File: src/rtl/atm_keypad_frontend.sv
// ATM keypad front end: gathers decimal keypad entry into account, PIN, menu,
// destination and amount fields, then issues one request with a valid/ready handshake.
module atm_keypad_frontend (
    input  logic        clk,
    input  logic        rst_n,
    input  logic        key_valid,
    input  logic [3:0]  key_code,
    output logic        req_valid,
    input  logic        req_ready,
    output logic [11:0] acc_number,
    output logic [3:0]  pin,
    output logic [2:0]  menu_option,
    output logic [11:0] destination_acc,
    output logic [10:0] amount,
    output logic        exit,
    output logic        key_err
);

    typedef enum logic [2:0] {S_ACC, S_PIN, S_MENU, S_DEST, S_AMT, S_ISSUE} state_t;

    localparam logic [3:0] K_ENTER  = 4'hA;
    localparam logic [3:0] K_CLEAR  = 4'hB;
    localparam logic [3:0] K_CANCEL = 4'hC;

    state_t      state_reg;
    logic [13:0] acc_reg;
    logic [2:0]  cnt_reg;

    logic [13:0] acc_next;
    logic        acc_ok;
    logic        amt_ok;

    // Four digits at most reach the accumulator, so 9999 is the largest value it holds.
    assign acc_next = acc_reg * 14'd10 + {10'd0, key_code};
    assign acc_ok   = (cnt_reg != 3'd0) && (acc_reg <= 14'd4095);
    assign amt_ok   = (cnt_reg != 3'd0) && (acc_reg <= 14'd2047);

    always_ff @(posedge clk or negedge rst_n) begin
        if (!rst_n) begin
            state_reg       <= S_ACC;
            acc_reg         <= '0;
            cnt_reg         <= '0;
            req_valid       <= 1'b0;
            acc_number      <= '0;
            pin             <= '0;
            menu_option     <= '0;
            destination_acc <= '0;
            amount          <= '0;
            exit            <= 1'b0;
            key_err         <= 1'b0;
        end else begin
            exit    <= 1'b0;
            key_err <= 1'b0;

            if (req_valid && req_ready) begin
                req_valid <= 1'b0;
                state_reg <= S_MENU;
                acc_reg   <= '0;
                cnt_reg   <= '0;
            end

            // CANCEL is decoded last so it overrides a coincident handshake.
            if (key_valid) begin
                if (key_code == K_CANCEL) begin
                    exit            <= 1'b1;
                    req_valid       <= 1'b0;
                    state_reg       <= S_ACC;
                    acc_reg         <= '0;
                    cnt_reg         <= '0;
                    acc_number      <= '0;
                    pin             <= '0;
                    menu_option     <= '0;
                    destination_acc <= '0;
                    amount          <= '0;
                end else if (key_code > K_CANCEL || state_reg == S_ISSUE) begin
                    key_err <= 1'b1;
                end else if (key_code == K_CLEAR) begin
                    acc_reg <= '0;
                    cnt_reg <= '0;
                end else if (key_code == K_ENTER) begin
                    acc_reg <= '0;
                    cnt_reg <= '0;
                    case (state_reg)
                        S_ACC: begin
                            if (acc_ok) begin
                                acc_number <= acc_reg[11:0];
                                state_reg  <= S_PIN;
                            end else begin
                                key_err <= 1'b1;
                            end
                        end
                        S_PIN: begin
                            if (cnt_reg == 3'd1) begin
                                pin       <= acc_reg[3:0];
                                state_reg <= S_MENU;
                            end else begin
                                key_err <= 1'b1;
                                acc_reg <= acc_reg;
                                cnt_reg <= cnt_reg;
                            end
                        end
                        S_MENU: begin
                            if (cnt_reg == 3'd1) begin
                                menu_option <= acc_reg[2:0];
                                case (acc_reg[2:0])
                                    3'd4, 3'd5: state_reg <= S_AMT;
                                    3'd6:       state_reg <= S_DEST;
                                    default: begin
                                        state_reg <= S_ISSUE;
                                        req_valid <= 1'b1;
                                    end
                                endcase
                            end else begin
                                key_err <= 1'b1;
                                acc_reg <= acc_reg;
                                cnt_reg <= cnt_reg;
                            end
                        end
                        S_DEST: begin
                            if (acc_ok) begin
                                destination_acc <= acc_reg[11:0];
                                state_reg       <= S_AMT;
                            end else begin
                                key_err <= 1'b1;
                            end
                        end
                        S_AMT: begin
                            if (amt_ok) begin
                                amount    <= acc_reg[10:0];
                                state_reg <= S_ISSUE;
                                req_valid <= 1'b1;
                            end else begin
                                key_err <= 1'b1;
                            end
                        end
                        default: state_reg <= S_ACC;
                    endcase
                end else begin
                    // Digit: each field has its own admissible digit count.
                    case (state_reg)
                        S_ACC, S_DEST, S_AMT: begin
                            if (cnt_reg == 3'd4) begin
                                key_err <= 1'b1;
                            end else begin
                                acc_reg <= acc_next;
                                cnt_reg <= cnt_reg + 3'd1;
                            end
                        end
                        S_PIN: begin
                            if (cnt_reg != 3'd0) begin
                                key_err <= 1'b1;
                            end else begin
                                acc_reg <= acc_next;
                                cnt_reg <= cnt_reg + 3'd1;
                            end
                        end
                        S_MENU: begin
                            if (cnt_reg != 3'd0 || key_code > 4'd7) begin
                                key_err <= 1'b1;
                            end else begin
                                acc_reg <= acc_next;
                                cnt_reg <= cnt_reg + 3'd1;
                            end
                        end
                        default: key_err <= 1'b1;
                    endcase
                end
            end
        end
    end

endmodule

File: config.mk
export PLATFORM = sky130hd
export DESIGN_NAME = atm_keypad_frontend
export DESIGN_NICKNAME = d
export VERILOG_FILES = /design/src/rtl/atm_keypad_frontend.sv
export SDC_FILE = /design/constraint.sdc
export NUM_CORES = 1
export LEC_CHECK = 0
export CORE_AREA = 2 2 143 103
export CTS_BUF_LIST = sky130_fd_sc_hd__clkbuf_8
export DETAILED_ROUTE_END_ITERATION = 8
export DIE_AREA = 0 0 145 105
export SLEW_MARGIN = 10
export SYNTH_ARGS = -nofsm -noshare
export SYNTH_HDL_FRONTEND = slang
export SYNTH_SLANG_ARGS = --single-unit
File: constraint.sdc
create_clock -name clk -period 5 [get_ports clk]
set_input_delay 0.75 -clock clk [delete_from_list [all_inputs] [get_ports clk]]
set_output_delay 0.75 -clock clk [all_outputs]
set_load 0.05 [all_outputs]
==> metrics.csv, run 1 <==
metric,value,unit
grt_pass1_vias,3381,
yosysWarnings,0,
place_hpwl,8.55,mm
seq_area_frac_synth,41.0,%
ys_types,69,
outcome,finished clean,
synth_adder_area_share,8.90,%
cts_setup_buffers,0,
die-height,105,um
grt_overflow,0,
hold_viol,0,
cts-buffers-inserted,9,
startpoint_type,flip-flop,
grt_use_total,15.4,%
dieArea,15200,sq um
slew_headroom,43.1,%
dr_total_vias,3544,
period_minus_slack,3.19,ns
io_buffers,52,
hold_buffers,0,
slew_viol_final,0,
synth_top_family_by_area,compound AO/OA/AOI/OAI gates,
async_flop_share,100,%
ys_ff_latch,65,
io_pins,53,
fin_nets,522,
ant_nets,0,
final_cells,682,
synthFlopType,dfrtp_1,
drc,0,
worstPathArrival,3.42,ns
hold_path_class,reg2reg,
drive_gt1_share,7.72,%
synthesis.area_per_instance,9.03,sq um
h-tree-depth,3,
coreArea,13700,sq um
drtIter0Drc,236,
globalplace.congestion,0.920,
drt_wl_total,11.4,mm
ir_drop,209,uV
final_common_cell,nand2_1,
cap_viol_max_count,0,
clk_pin_slew,0.08,ns
post-route-util,35.4,%
via_per_inst,5.20,
fmax,0.314,GHz
synth_mux_area_share,0.505,%
clock_skew,0.0101,ns
mostFrequentLayoutCells,"91 x nand2_1, 65 x dfrtp_1, 56 x o21ai_0",
power_leakage,2.07,nW
p_per_area,700,nW/um^2
synth_compound_area_share,23.6,%
clock_path_buffers,2,
routedWlPerCell,16.8,um
synth_edf_count,0,
dr.pass1.iters,6,
grt_pass1_wl,18.5,mm
synth_area,3970,sq um
cts_tree,done,
synthSimpleGateAreaFrac,19.7,%
path_class,reg2reg,
netlist_instances,439,
largest_reg_flops,14,
place_inst,666,
syn_nets,474,
tightest_slew,0.849,ns
cp-end-kind,flip-flop,
initial_utilization,28.9,%
clock-root-buffer,clkbuf_8,
setup_viol,0,
cp_data_required_time,5.23,ns
die_x,145,um
clock_sinks,65,
area_growth_syn_to_layout,22.6,%
setup_tns,0,ns
clkLatencyLatePin,0.36,ns
cts_resized,0,
period_share,63.7,%
antenna_cells,0,
grt_max_degree,66,
critPathMaxFanout,8,
antenna_found_initial,0,
synth-xor-area-share,3.09,%
rows,36,
rsz0062_at_grt,false,
## where the power goes
group	leakage [nW]	switching [W]	internal, W
Combinational	1.10	0.00128	0.000716
Sequential	0.858	0.000194	0.000708
Clock	0.107	0.000226	0.000280
## layer usage
metal | global-route usage (%) | wire length, um | vias up
met4 | 3.54 | 172 | 0
met3 | 5.63 | 1080 | 20
met1 | 23.1 | 5800 | 1676
met5 | 0 | 0 | -
li1 | - | - | 1677
met2 | 20.5 | 4390 | 171
## kinds of logic (layout without fill, tap and decap cells)
group	count (synthesis)	count (layout)
multiplexers	2	2
AO/OA/AOI/OAI	142	142
adder cells (fa/ha/maj)	27	27
buffers and inverters	26	79
AND/OR/NAND/NOR	163	163
flip-flops	65	65
XOR/XNOR	14	14
## final cells by class
type / count / area [sq um]
fillers: 1410 / 8870
clock inverters: 7 / 96.3
well taps: 190 / 238
flip-flops and latches: 65 / 1630
multi-input cells: 348 / 2210
clock buffers: 9 / 124
inverters: 9 / 33.8
repair buffers: 54 / 531
## synthesized netlist by cell type, drive strengths merged, types with 2 or more instances
cell type  instances  area, sq um
nor3b              2         15.0
nor2              24         95.1
a41oi              2         17.5
o31ai              6         58.8
nand2             92          348
nor2b              2         12.5
clkbuf             9         33.8
a22o               5         43.8
xor2               7         61.3
nor3               7         50.1
a21o               4         30.0
nor4b              2         23.8
o21bai             2         15.0
and2               3         18.8
a2111oi            2         30.0
dfrtp             65         1630
nor4               3         25.0
nand4              2         18.8
o21ai             73          365
nand3              7         35.0
nand2b             9         63.8
buf                8         57.6
a31oi              7         43.8
inv                9         33.8
a21oi             15         78.8
a32o               2         20.0
or2                3         18.8
a21boi             2         15.0
a211oi             3         37.5
ha                25          313
a211o              2         17.5
xnor2              7         61.3
fa                 2         40.0
o211ai             3         27.5
mux2i              2         20.0
o22ai              3         18.8
## final timing paths
check	from	end	slack [ns]	cells past startpoint
setup / recovery	acc_reg[1]$_DFFE_PN0P_	acc_reg[13]$_DFFE_PN0P_	1.81	10
hold / removal	menu_option[1]$_DFFE_PN0P_	menu_option[1]$_DFFE_PN0P_	0.49	2
setup reg to reg	acc_reg[1]$_DFFE_PN0P_	acc_reg[13]$_DFFE_PN0P_	1.81	10
hold reg to reg	menu_option[1]$_DFFE_PN0P_	menu_option[1]$_DFFE_PN0P_	0.49	2
max in group asynchronous	rst_n	acc_reg[9]$_DFFE_PN0P_	3.87	2
min in group asynchronous	rst_n	pin[0]$_DFFE_PN0P_	0.57	2
## per-stage QoR
stage | cell area (sq um) | hold WS, ns | power (W) | setup slack (ns)
floorplan | 3970 | 0.454 | 0.00231 | 2.15
global placement | 4640 | 0.463 | 0.00284 | 1.72
detailed placement | 4640 | 0.471 | 0.00288 | 1.71
CTS | 4860 | 0.490 | 0.00340 | 1.85
global route | 4860 | 0.515 | 0.00363 | 1.70
finish | 4860 | 0.486 | 0.00340 | 1.81
## worst max-delay path, cell delays in order, from the launching register on
cell	delay [ns]
dfrtp_1	0.49
ha_1	0.34
ha_1	0.23
fa_1	0.42
a211oi_2	0.43
nor3_2	0.10
mux2i_1	0.14
a2111oi_2	0.52
nor4_2	0.12
o211ai_1	0.21
a31oi_1	0.06
Power figures use the tool's default switching activity.
==> run 2: changes to the inputs <==
==> constraint.sdc (replaced) <==
create_clock -name clk -period 3.14 [get_ports clk]
set_input_delay 0.471 -clock clk [delete_from_list [all_inputs] [get_ports clk]]
set_output_delay 0.471 -clock clk [all_outputs]
set_load 0.05 [all_outputs]
==> metrics.csv, run 2 (same netlist as run 1, synthesis figures left out) <==
metric,value,unit,change
cts-buffers-inserted,9,,unchanged
slew_viol_final,0,,unchanged
initial_utilization,28.9,%,unchanged
grt_pass1_wl,18.2,mm,-1.9%
p_clk_share,14.0,%,-0.9 points
drt_wl_total,11.0,mm,-3.9%
cts_resized,0,,unchanged
worstPathArrival,3.12,ns,-0.30 ns
drc,0,,unchanged
io_buffers,52,,unchanged
critPathMaxFanout,5,,-3
area_growth_syn_to_layout,25.0,%,
drtIter0Drc,274,,+16%
grt_use_total,15.0,%,-0.39 points
grt_max_degree,33,,-50%
clock_path_buffers,2,,unchanged
mostFrequentLayoutCells,"91 x nand2_1, 65 x dfrtp_1, 56 x o21ai_0",,
outcome,finished clean,,
startpoint_type,flip-flop,,
final_common_cell,nand2_1,,
switching_share,50.1,%,+0.16 points
seqCellArea,1630,sq um,unchanged
rows,36,,unchanged
clock_sinks,65,,unchanged
cts_setup_buffers,0,,unchanged
combinationalPowerShare,59.7,%,+1.1 points
clk_pin_slew,0.08,ns,about the same
io_pins,53,,unchanged
r2r_slack,0.30,ns,-1.51 ns
via_per_inst,5.12,,-1.5%
clock_skew,0.0105,ns,+0.000413 ns
clock-root-buffer,clkbuf_8,,
tightest_slew,0.621,ns,-0.228 ns
grt_overflow,0,,unchanged
reg2reg_from,acc_reg[3]$_DFFE_PN0P_,,
die-height,105,um,unchanged
grt_pass1_vias,3289,,-2.7%
globalplace.congestion,0.916,,-0.45%
hold_path_class,in2async,,
cp-end-kind,flip-flop,,
p_switching,0.00269,W,+58%
place_hpwl,8.33,mm,-2.5%
p_per_area,1080,nW/um^2,+55%
ant_nets,0,,unchanged
hold_buffers,1,,+1
period_share,90.5,%,+27 points
cap_viol_max_count,0,,unchanged
dr.pass1.iters,8,,+2
path_class,reg2reg,,
ir_drop,373,uV,+79%
final_cells,697,,+2.2%
largest_reg_flops,14,,unchanged
holdWs,0.473,ns,-0.0127 ns
fillers,1410,,unchanged
drive_gt1_share,10.5,%,+2.7 points
period_minus_slack,2.84,ns,-0.346 ns
cts_tree,done,,
dr_total_vias,3566,,+0.62%
r2r-end,acc_reg[13]$_DFFE_PN0P_,,
clkLatencyLatePin,0.36,ns,about the same
dieArea,15200,sq um,unchanged
fmax,0.352,GHz,+12%
hold_viol,0,,unchanged
antenna_found_initial,0,,unchanged
rsz0062_at_grt,false,,
internal_power,0.00268,W,+57%
p_seq_share,26.4,%,about the same
cp_data_required_time,3.41,ns,-1.82 ns
place_inst,680,,+2.1%
setup_tns,0,ns,unchanged
power_leakage,2.13,nW,+3.1%
multiInputGateArea,2210,sq um,unchanged
reg2reg_depth,10,,unchanged
coreArea,13700,sq um,unchanged
routedWlPerCell,15.8,um,-6.0%
h-tree-depth,3,,unchanged
die_x,145,um,unchanged
antenna_cells,0,,unchanged
fin_nets,537,,+2.9%
setup_viol,0,,unchanged
slew_headroom,58.6,%,+16 points
run 2: cell count changes in the layout (fill, tap and decap cells not counted), sizes merged:
cell	previous run	this run
bufinv	2	1
inv	10	11
clkinvlp	2	1
buf	3	17
dlygate4sd3	0	1
clkinv	2	3
run 2: how the worst max path moves through the flow:
stage	from	endpoint	slack [ns]	cells past startpoint
floorplan	acc_reg[1]$_DFFE_PN0P_	acc_reg[12]$_DFFE_PN0P_	0.29	9
global placement	acc_reg[3]$_DFFE_PN0P_	acc_reg[13]$_DFFE_PN0P_	0.33	10
detailed placement	acc_reg[3]$_DFFE_PN0P_	acc_reg[13]$_DFFE_PN0P_	0.29	10
CTS	acc_reg[3]$_DFFE_PN0P_	acc_reg[12]$_DFFE_PN0P_	0.30	9
global route	acc_reg[3]$_DFFE_PN0P_	acc_reg[13]$_DFFE_PN0P_	0.10	10
finish	acc_reg[3]$_DFFE_PN0P_	acc_reg[13]$_DFFE_PN0P_	0.30	10
run 2: stage by stage:
stage	worst slack, ns	util [%]	cell area (sq um)	power [W]
final	0.299	36.1	4960	0.00537
after global routing	0.104	36.1	4960	0.00575
after CTS	0.303	36.1	4960	0.00537
after detailed placement	0.291	34.6	4750	0.00461
after global placement	0.328	34.6	4750	0.00457
after floorplan	0.289	-	3970	0.00367
run 2: worst max-delay path, stage by stage, from the launching register on:
cell      delay (ns)
dfrtp_1         0.42
ha_1            0.29
ha_1            0.24
fa_1            0.42
a211oi_2        0.31
buf_4           0.18
o2111a_1        0.24
nand2b_1        0.13
nor4_2          0.27
o211ai_1        0.13
a31oi_1         0.14
run 2: final cells by class:
type                            count  share of cell area [%]
Inverter                            9                   0.681
Clock buffer                        9                    2.50
Timing Repair Buffer               69                    13.0
Tap cell                          190                    4.79
Sequential cell                    65                    32.8
Multi-Input combinational cell    348                    44.7
Clock inverter                      7                    1.56
run 2: layer usage:
metal | track usage [%] | vias up | part of all wire [%]
met3 | 5.59 | 13 | 9.9
met4 | 3.61 | 0 | 1.0
met2 | 18.7 | 178 | 36
met5 | 0 | - | 0
li1 | - | 1711 | -
met1 | 23.4 | 1664 | 53
run 2: power by group through the flow:
stage / Clock (W) / Combinational, W / Sequential (W)
3_5_place_dp: 0 / 0.00318 / 0.00143
3_3_place_gp: 0 / 0.00315 / 0.00142
5_1_grt: 0.000800 / 0.00349 / 0.00146
4_1_cts: 0.000762 / 0.00319 / 0.00142
2_1_floorplan: 0 / 0.00167 / 0.00201
6_report: 0.000750 / 0.00321 / 0.00142
